--- src/rtl/pl_cu_pkg.sv ---
// Shared encodings for the pipelined control unit: opcodes, func codes,
// ALU ops, next-PC selects, forwarding selects and MDU op codes.
package cu_pkg;
    localparam logic [5:0] OP_RTYPE = 6'b000000;
    localparam logic [5:0] OP_J     = 6'b000010;
    localparam logic [5:0] OP_JAL   = 6'b000011;
    localparam logic [5:0] OP_BEQ   = 6'b000100;
    localparam logic [5:0] OP_BNE   = 6'b000101;
    localparam logic [5:0] OP_ADDI  = 6'b001000;
    localparam logic [5:0] OP_ANDI  = 6'b001100;
    localparam logic [5:0] OP_ORI   = 6'b001101;
    localparam logic [5:0] OP_XORI  = 6'b001110;
    localparam logic [5:0] OP_LUI   = 6'b001111;
    localparam logic [5:0] OP_LW    = 6'b100011;
    localparam logic [5:0] OP_SW    = 6'b101011;

    localparam logic [5:0] F_SLL   = 6'b000000;
    localparam logic [5:0] F_CONT  = 6'b000001;
    localparam logic [5:0] F_SRL   = 6'b000010;
    localparam logic [5:0] F_SRA   = 6'b000011;
    localparam logic [5:0] F_JR    = 6'b001000;
    localparam logic [5:0] F_MFHI  = 6'b010000;
    localparam logic [5:0] F_MFLO  = 6'b010010;
    localparam logic [5:0] F_MULT  = 6'b011000;
    localparam logic [5:0] F_MULTU = 6'b011001;
    localparam logic [5:0] F_DIV   = 6'b011010;
    localparam logic [5:0] F_DIVU  = 6'b011011;
    localparam logic [5:0] F_ADD   = 6'b100000;
    localparam logic [5:0] F_SUB   = 6'b100010;
    localparam logic [5:0] F_AND   = 6'b100100;
    localparam logic [5:0] F_OR    = 6'b100101;
    localparam logic [5:0] F_XOR   = 6'b100110;

    localparam logic [3:0] ALU_ADD  = 4'b0000;
    localparam logic [3:0] ALU_AND  = 4'b0001;
    localparam logic [3:0] ALU_XOR  = 4'b0010;
    localparam logic [3:0] ALU_SLL  = 4'b0011;
    localparam logic [3:0] ALU_SUB  = 4'b0100;
    localparam logic [3:0] ALU_OR   = 4'b0101;
    localparam logic [3:0] ALU_LUI  = 4'b0110;
    localparam logic [3:0] ALU_SRL  = 4'b0111;
    localparam logic [3:0] ALU_CONT = 4'b1000;
    localparam logic [3:0] ALU_SRA  = 4'b1111;

    localparam logic [1:0] PC_SEQ = 2'd0;
    localparam logic [1:0] PC_BR  = 2'd1;
    localparam logic [1:0] PC_JR  = 2'd2;
    localparam logic [1:0] PC_JMP = 2'd3;

    localparam logic [1:0] FWD_RF   = 2'd0;
    localparam logic [1:0] FWD_EXE  = 2'd1;
    localparam logic [1:0] FWD_MEM  = 2'd2;
    localparam logic [1:0] FWD_MEML = 2'd3;

    localparam logic [1:0] MD_MULT  = 2'd0;
    localparam logic [1:0] MD_MULTU = 2'd1;
    localparam logic [1:0] MD_DIV   = 2'd2;
    localparam logic [1:0] MD_DIVU  = 2'd3;

    // Counter must hold N-1 for the larger of the two busy times, never narrower than 1 bit.
    function automatic int cnt_width(input int a, input int b);
        int m;
        m = (a > b) ? a : b;
        return (m <= 1) ? 1 : $clog2(m);
    endfunction
endpackage

--- src/rtl/pl_cu_md_seq.sv ---
// Multiply/divide busy sequencer: IDLE/BUSY FSM with a down-counter that
// holds BUSY for MUL_CYCLES or DIV_CYCLES cycles after a launch pulse.
module md_seq
    import cu_pkg::*;
#(
    parameter int MUL_CYCLES = 4,
    parameter int DIV_CYCLES = 33
) (
    input  logic clock,
    input  logic resetn,
    input  logic start_i,
    input  logic is_div_i,
    output logic busy_o
);
    localparam int CW = cnt_width(MUL_CYCLES, DIV_CYCLES);
    localparam logic [CW-1:0] MUL_LOAD = CW'(MUL_CYCLES - 1);
    localparam logic [CW-1:0] DIV_LOAD = CW'(DIV_CYCLES - 1);

    typedef enum logic {IDLE, BUSY} state_t;

    state_t          state_q;
    logic [CW-1:0]   cnt_q;
    logic            busy_q;

    always_ff @(posedge clock or negedge resetn) begin
        if (!resetn) begin
            state_q <= IDLE;
            cnt_q   <= '0;
            busy_q  <= 1'b0;
        end else begin
            case (state_q)
                IDLE: begin
                    if (start_i) begin
                        state_q <= BUSY;
                        busy_q  <= 1'b1;
                        cnt_q   <= is_div_i ? DIV_LOAD : MUL_LOAD;
                    end
                end
                BUSY: begin
                    if (cnt_q == '0) begin
                        state_q <= IDLE;
                        busy_q  <= 1'b0;
                    end else begin
                        cnt_q <= cnt_q - CW'(1);
                    end
                end
                default: begin
                    state_q <= IDLE;
                    busy_q  <= 1'b0;
                end
            endcase
        end
    end

    assign busy_o = busy_q;
endmodule

--- src/rtl/pl_cu.sv ---
// ID-stage control unit: decode, load-use/RAW stall, branch-flush bubble,
// MDU sequencing and EXE/MEM forwarding selects (forwarding under CU_FORWARD_EN).
module pl_cu
    import cu_pkg::*;
#(
    parameter int MUL_CYCLES = 4,
    parameter int DIV_CYCLES = 33
) (
    input  logic       clock,
    input  logic       resetn,
    input  logic [5:0] op,
    input  logic [5:0] func,
    input  logic [4:0] ID_rs,
    input  logic [4:0] ID_rt,
    input  logic       is_zero,
    input  logic       EXE_wreg,
    input  logic       EXE_m2reg,
    input  logic [4:0] EXE_rn,
    input  logic       MEM_wreg,
    input  logic       MEM_m2reg,
    input  logic [4:0] MEM_rn,
    output logic       wreg,
    output logic       wmem,
    output logic       m2reg,
    output logic       shift,
    output logic       aluimm,
    output logic       sext,
    output logic       regrt,
    output logic       jal,
    output logic [3:0] aluc,
    output logic [1:0] pcsource,
    output logic       stall,
    output logic       wpcir,
    output logic [1:0] fwda,
    output logic [1:0] fwdb,
    output logic       md_start,
    output logic [1:0] md_op,
    output logic       md_busy,
    output logic       mfhi,
    output logic       mflo
);
    logic r;
    logic i_add, i_sub, i_and, i_or, i_xor, i_sll, i_srl, i_sra, i_cont, i_jr;
    logic i_mfhi, i_mflo, i_md, i_div;
    logic i_addi, i_andi, i_ori, i_xori, i_lui, i_lw, i_sw, i_beq, i_bne, i_j, i_jal;
    logic use_rs, use_rt, rs_exe, rt_exe, rs_mem, rt_mem;
    logic hz_stall, md_stall, nostall;
    logic bubble_q, bubble_d;
    logic [1:0] pcs_raw;

    assign r      = (op == OP_RTYPE);
    assign i_add  = r & (func == F_ADD);
    assign i_sub  = r & (func == F_SUB);
    assign i_and  = r & (func == F_AND);
    assign i_or   = r & (func == F_OR);
    assign i_xor  = r & (func == F_XOR);
    assign i_sll  = r & (func == F_SLL);
    assign i_srl  = r & (func == F_SRL);
    assign i_sra  = r & (func == F_SRA);
    assign i_cont = r & (func == F_CONT);
    assign i_jr   = r & (func == F_JR);
    assign i_mfhi = r & (func == F_MFHI);
    assign i_mflo = r & (func == F_MFLO);
    assign i_md   = r & (func[5:2] == F_MULT[5:2]);
    assign i_div  = func[1];
    assign i_addi = (op == OP_ADDI);
    assign i_andi = (op == OP_ANDI);
    assign i_ori  = (op == OP_ORI);
    assign i_xori = (op == OP_XORI);
    assign i_lui  = (op == OP_LUI);
    assign i_lw   = (op == OP_LW);
    assign i_sw   = (op == OP_SW);
    assign i_beq  = (op == OP_BEQ);
    assign i_bne  = (op == OP_BNE);
    assign i_j    = (op == OP_J);
    assign i_jal  = (op == OP_JAL);

    assign use_rs = i_add | i_sub | i_and | i_or | i_xor | i_cont | i_jr | i_md |
                    i_addi | i_andi | i_ori | i_xori | i_lw | i_sw | i_beq | i_bne;
    assign use_rt = i_add | i_sub | i_and | i_or | i_xor | i_sll | i_srl | i_sra |
                    i_cont | i_sw | i_beq | i_bne | i_md;

    // Register 0 is hard-wired, so a write to it is never a dependency.
    assign rs_exe = EXE_wreg & (EXE_rn != 5'd0) & (EXE_rn == ID_rs);
    assign rt_exe = EXE_wreg & (EXE_rn != 5'd0) & (EXE_rn == ID_rt);
    assign rs_mem = MEM_wreg & (MEM_rn != 5'd0) & (MEM_rn == ID_rs);
    assign rt_mem = MEM_wreg & (MEM_rn != 5'd0) & (MEM_rn == ID_rt);

`ifdef CU_FORWARD_EN
    function automatic logic [1:0] fwd_sel(input logic exe_hit, input logic mem_hit);
        if (exe_hit & ~EXE_m2reg) return FWD_EXE;
        if (mem_hit)              return MEM_m2reg ? FWD_MEML : FWD_MEM;
        return FWD_RF;
    endfunction

    assign hz_stall = EXE_wreg & EXE_m2reg & ((use_rs & rs_exe) | (use_rt & rt_exe));
    assign fwda     = fwd_sel(rs_exe, rs_mem);
    assign fwdb     = fwd_sel(rt_exe, rt_mem);
`else
    logic unused_m2reg;
    assign unused_m2reg = EXE_m2reg ^ MEM_m2reg;
    assign hz_stall = (use_rs & (rs_exe | rs_mem)) | (use_rt & (rt_exe | rt_mem));
    assign fwda     = FWD_RF;
    assign fwdb     = FWD_RF;
`endif

    assign md_stall = md_busy & (i_mfhi | i_mflo | i_md);
    assign stall    = hz_stall | md_stall;
    assign wpcir    = ~stall;
    assign nostall  = ~stall & ~bubble_q;

    always_comb begin
        pcs_raw = PC_SEQ;
        if ((i_beq & is_zero) | (i_bne & ~is_zero)) pcs_raw = PC_BR;
        else if (i_jr)                              pcs_raw = PC_JR;
        else if (i_j | i_jal)                       pcs_raw = PC_JMP;
    end

    always_comb begin
        aluc = ALU_ADD;
        if (i_sub | i_beq | i_bne)    aluc = ALU_SUB;
        else if (i_and | i_andi)      aluc = ALU_AND;
        else if (i_or | i_ori)        aluc = ALU_OR;
        else if (i_xor | i_xori)      aluc = ALU_XOR;
        else if (i_lui)               aluc = ALU_LUI;
        else if (i_sll)               aluc = ALU_SLL;
        else if (i_srl)               aluc = ALU_SRL;
        else if (i_sra)               aluc = ALU_SRA;
        else if (i_cont)              aluc = ALU_CONT;
    end

    assign wreg = nostall & (i_add | i_sub | i_and | i_or | i_xor | i_sll | i_srl | i_sra |
                  i_cont | i_addi | i_andi | i_ori | i_xori | i_lw | i_lui | i_jal |
                  i_mfhi | i_mflo);
    assign wmem     = nostall & i_sw;
    assign jal      = nostall & i_jal;
    assign md_start = nostall & i_md;
    assign pcsource = nostall ? pcs_raw : PC_SEQ;
    assign m2reg    = i_lw;
    assign shift    = i_sll | i_srl | i_sra;
    assign aluimm   = i_addi | i_andi | i_ori | i_xori | i_lw | i_lui | i_sw;
    assign sext     = i_addi | i_lw | i_sw | i_beq | i_bne;
    assign regrt    = i_addi | i_andi | i_ori | i_xori | i_lw | i_lui;
    assign md_op    = func[1:0];
    assign mfhi     = i_mfhi;
    assign mflo     = i_mflo;

    // A taken branch/jump squashes the instruction fetched behind it.
    assign bubble_d = |pcsource;

    always_ff @(posedge clock or negedge resetn) begin
        if (!resetn) bubble_q <= 1'b0;
        else         bubble_q <= bubble_d;
    end

    md_seq #(
        .MUL_CYCLES(MUL_CYCLES),
        .DIV_CYCLES(DIV_CYCLES)
    ) u_md_seq (
        .clock    (clock),
        .resetn   (resetn),
        .start_i  (md_start),
        .is_div_i (i_div),
        .busy_o   (md_busy)
    );
endmodule

--- config.mk ---
export PLATFORM = sky130hd
export DESIGN_NAME = pl_cu
export DESIGN_NICKNAME = d
export VERILOG_FILES = /design/src/rtl/pl_cu_pkg.sv /design/src/rtl/pl_cu_md_seq.sv /design/src/rtl/pl_cu.sv
export SDC_FILE = /design/constraint.sdc
export NUM_CORES = 1
export LEC_CHECK = 0
export BUFFER_PORTS_ARGS = -buffer_cell sky130_fd_sc_hd__buf_2
export CORE_ASPECT_RATIO = 0.7
export CORE_UTILIZATION = 51
export DETAILED_ROUTE_END_ITERATION = 10
export GPL_TIMING_DRIVEN = 0
export PLACE_DENSITY = 0.86
export SLEW_MARGIN = 0
export SYNTH_ARGS = -nofsm -noshare
export SYNTH_HDL_FRONTEND = slang
export SYNTH_SLANG_ARGS = --single-unit
--- constraint.sdc ---
create_clock -name clock -period 6.1 [get_ports clock]
set_input_delay 1.22 -clock clock [delete_from_list [all_inputs] [get_ports clock]]
set_output_delay 1.22 -clock clock [all_outputs]
set_load 0.02 [all_outputs]
==> summary.txt <==
Setup path
  – Endpoint kind of the worst setup timing path: output pin
  – Register-to-Register Path Depth: 6
  – Slack of the worst reg-to-reg path: 4.31 ns
  – Type of element launching the critical path: primary input
  – Required time at the worst-slack endpoint: 4.88 ns
  – Source of the critical timing path: MEM_rn[1]
  – Setup CP Type: in -> out
  – Launching point of the worst reg2reg path: u_md_seq.cnt_q[0]
  – R2R Path End: u_md_seq.cnt_q[5]
  – Worst-path fanout max: 8
  – Endpoint arrival time on the critical path: between 3 and 4 ns

STA
  – RSZ-0062 raised after global routing: false
  – Endpoints failing hold: 0
  – Max-slew violations: 0
  – Post-route fraction of the period consumed by the critical path: 70.6%
  – Setup TNS Final: 0 ns
  – Count of endpoints failing setup in the final report: 0
  – Crit path time final: about 4.3 ns
  – Slew at the pin closest to its max-slew limit: ~0.5 ns
  – Final setup skew: 0.000987 ns
  – Slew headroom: 66.5%
  – Maximum achievable frequency: 232 MHz

Logic synthesis
  – Netlist area before placement: 0.00140 sq mm
  – Synthesized instance count: 190
  – Adder-cell share of the synthesized area: 1.61%
  – Area share of the largest cell type after synthesis: 16.1%
  – Proportion of synthesized area in mux cells: 1.43%
  – Post-synthesis cell type with the largest combined area: dfrtp_1
  – Count of warnings emitted by yosys: 0
  – Dominant combinational cell family by area after synthesis: simple AND/OR/NAND/NOR gates
  – Synthesized-area fraction occupied by xor and xnor cells: 15.7%
  – Compound-gate portion of the synthesized area: 19.9%
  – Proportion of synthesized chip area in sequential cells: between 10% and 20%
  – Per-instance average area after synthesis: between 7 and 8 sq um
  – Main flop type after synthesis: dfrtp_1
  – Count of cell types in the netlist: 51
  – Number of flops mapped to enable cells by yosys: 0
  – Share of synthesized cell area in and, or, nand and nor gates: 34.2%
  – Flip-flop and latch count after synthesis: 9
  – Synth area leaders: dfrtp_1 16%, xnor2_1 9.4%, xor2_1 6.3%, a21oi_1 5.0%, nor4_1 4.9%
  – Share of synthesized flip-flops with an asynchronous set or reset: 100%

Clock tree
  – Clock Tree Root: clkbuf_8
  – Number of H-tree branching levels: 1
  – Count of instances resized after the clock tree is built: 0
  – Clock Tree Buf Depth: 2
  – Post-cts hold buffer count: 0
  – Clock latency reported for the late side of the worst-skew pair: between 0.2 and 0.25 ns
  – Total clock sinks: 9
  – CTS tree: done
  – Number of setup buffers added after CTS: 0
  – Number of clock buffers inserted by TritonCTS: 3
  – Clock-pin transition on the worst setup and hold timing paths: 0.04 ns

Min path
  – Classification of the worst-slack hold path: reg -> reg
  – Endpoint of the worst hold path: u_md_seq.busy_o
  – Cell count of the worst hold path: 2
  – HP Start: u_md_seq.busy_o

Placed design
  – Placed Cells: 280
  – DP HPWL: 2.87 mm
  – IO buf count: 53
  – Final RePlAce weighted congestion: between 0.8 and 0.9

Route
  – Post-DRT Antenna Nets: 0
  – Starting DRT DRC Count: 178
  – Total vias in the final route: 1565
  – Total wirelength of the detailed-routed design: 3.48 mm
  – Via density: 5.51
  – Pre-Repair DR Iteration Count: 4
  – Routed len/inst: 12.3 microns
  – Residual DRC: 0

Finish
  – Post-Layout Cell Count: roughly 280
  – Nets: 291
  – Top library cells by usage in the layout, fill and taps aside: 59 x buf_2, 16 x nor2_1, 15 x xnor2_1, 14 x nand2_1, 14 x a21oi_1
  – N_diodes: 0
  – Most common library cell in the layout ignoring fill and taps: buf_2
  – Count of fill cells added during filler insertion: 228
  – Layout cells sized above 1: 32.4%
  – Area growth, synth to finish: 26.1%

Pwr
  – Sequential fraction of design power: 30.5%
  – Fraction of power spent switching nets: about 41%
  – Fraction of power consumed by the clock network: between 10% and 20%
  – Fraction of power consumed by combinational cells: between 50% and 60%
  – Power spent charging and discharging nets: 0.000148 W
  – Cell-internal power: 0.000210 W
  – Worst voltage drop across the vdd grid: 98.4 uV
  – Leakage power summed over all cells: 0.812 nW
  – Power Dens Cells: 204 mW/mm^2

Floorplan
  – Floorplan core area: 0.00253 sq mm
  – Floorplan die area: 0.00295 sq mm
  – # rows: 15
  – Width of the chip: approximately 65 microns
  – Starting density of the core: 55.1%
  – Die extent in y: between 40 and 50 microns
  – Top Ports: 65

GRT
  – GR met2 Demand/Resource: 43.8%
  – Global-route wire length before repair: 5.56 mm
  – Vias in the first global route: 1321
  – Global-route track usage on met1: a little under a third
  – GR met3 Demand/Resource: 3.75%
  – Number of antenna violations at the first check in global routing: 0
  – Grt total ovfl: 0
  – Maximum number of pins on one net before global-route repair: 11
  – Most crowded layer after global routing: met2
  – Total track usage: around 24%

Run
  – Number of violations of the max-capacitance limit: 0

Run status
  – Status: complete, no violations
## cell usage after synthesis (all sizes together), types with 3 or more instances
| library cell | count |
|---|---|
| nor2 | 20 |
| o22ai | 5 |
| nor3 | 8 |
| or4 | 4 |
| a21oi | 14 |
| xnor2 | 15 |
| nor2b | 3 |
| nand2b | 3 |
| xor2 | 10 |
| clkbuf | 4 |
| nor3b | 3 |
| dfrtp | 9 |
| nand2 | 14 |
| nor4 | 11 |
| o21ai | 7 |
| buf | 14 |
| inv | 9 |
| nor4b | 3 |
| nand3 | 7 |
## power by group through the flow
stage,Combinational (W),Clock (W),Sequential [W]
after floorplan,0.000130,0,0.000107
after global placement,0.000174,0,0.000108
after detailed placement,0.000181,0,0.000109
after CTS,0.000182,0.0000690,0.000108
after global routing,0.000202,0.0000731,0.000112
final,0.000182,0.0000673,0.000109
## how the worst max path moves through the flow
stage                     slack, ns          end  cells past startpoint
after floorplan                1.68     md_start                      6
after global placement         1.80     md_start                      8
after detailed placement       1.79     md_start                      8
after CTS                      1.79     md_start                      8
after global routing           1.64     md_start                      8
final                          1.80  pcsource[1]                      8
## layer usage
metal  vias up  wire [microns]
li1        795               -
met1       700            1630
met2        68            1600
met3         2             233
met4         0              10
met5         -               0
## sequential cells by signal, indices dropped and copies added (netlist names)
| register | count |
|---|---|
| u_md_seq.state_q | 1 |
| u_md_seq.busy_o | 1 |
| bubble_q | 1 |
| u_md_seq.cnt_q | 6 |
## kinds of logic (layout without fill, tap and decap cells)
kind of cell	after synthesis	count (layout)
AND/OR/NAND/NOR	83	83
other	1	4
buffers and inverters	28	85
AO/OA/AOI/OAI	40	40
flip-flops	9	9
XOR/XNOR	25	25
multiplexers	2	2
adder cells (fa/ha/maj)	2	2
## critical path, stage by stage
cell,delay (ns)
buf_2,0.13
or4_1,0.54
o21ai_2,0.15
nor4_1,0.08
nor2_2,0.20
o221ai_2,0.22
nor4_1,0.32
buf_2,0.22
## layout make-up
| type | count | area, sq um | share of cell area, % |
|---|---|---|---|
| inverters | 10 | 37.5 | 2.13 |
| clock buffers | 4 | 45.0 | 2.56 |
| well taps | 34 | 42.5 | 2.42 |
| repair buffers | 53 | 265 | 15.1 |
| flip-flops and latches | 9 | 225 | 12.8 |
| multi-input cells | 156 | 1030 | 58.6 |
| plain buffers | 18 | 113 | 6.40 |
## stage by stage
step           hold WS [ns]  worst slack (ns)  total power [W]  area [sq um]  utilization (%)
2_1_floorplan         0.553              1.68         0.000238          1410                -
3_3_place_gp          0.557              1.80         0.000281          1710             67.7
3_5_place_dp          0.555              1.79         0.000290          1710             67.7
4_1_cts               0.562              1.79         0.000360          1760             69.4
5_1_grt               0.606              1.64         0.000388          1760             69.4
6_report              0.567              1.80         0.000358          1760             69.4
Power figures use the tool's default switching activity.
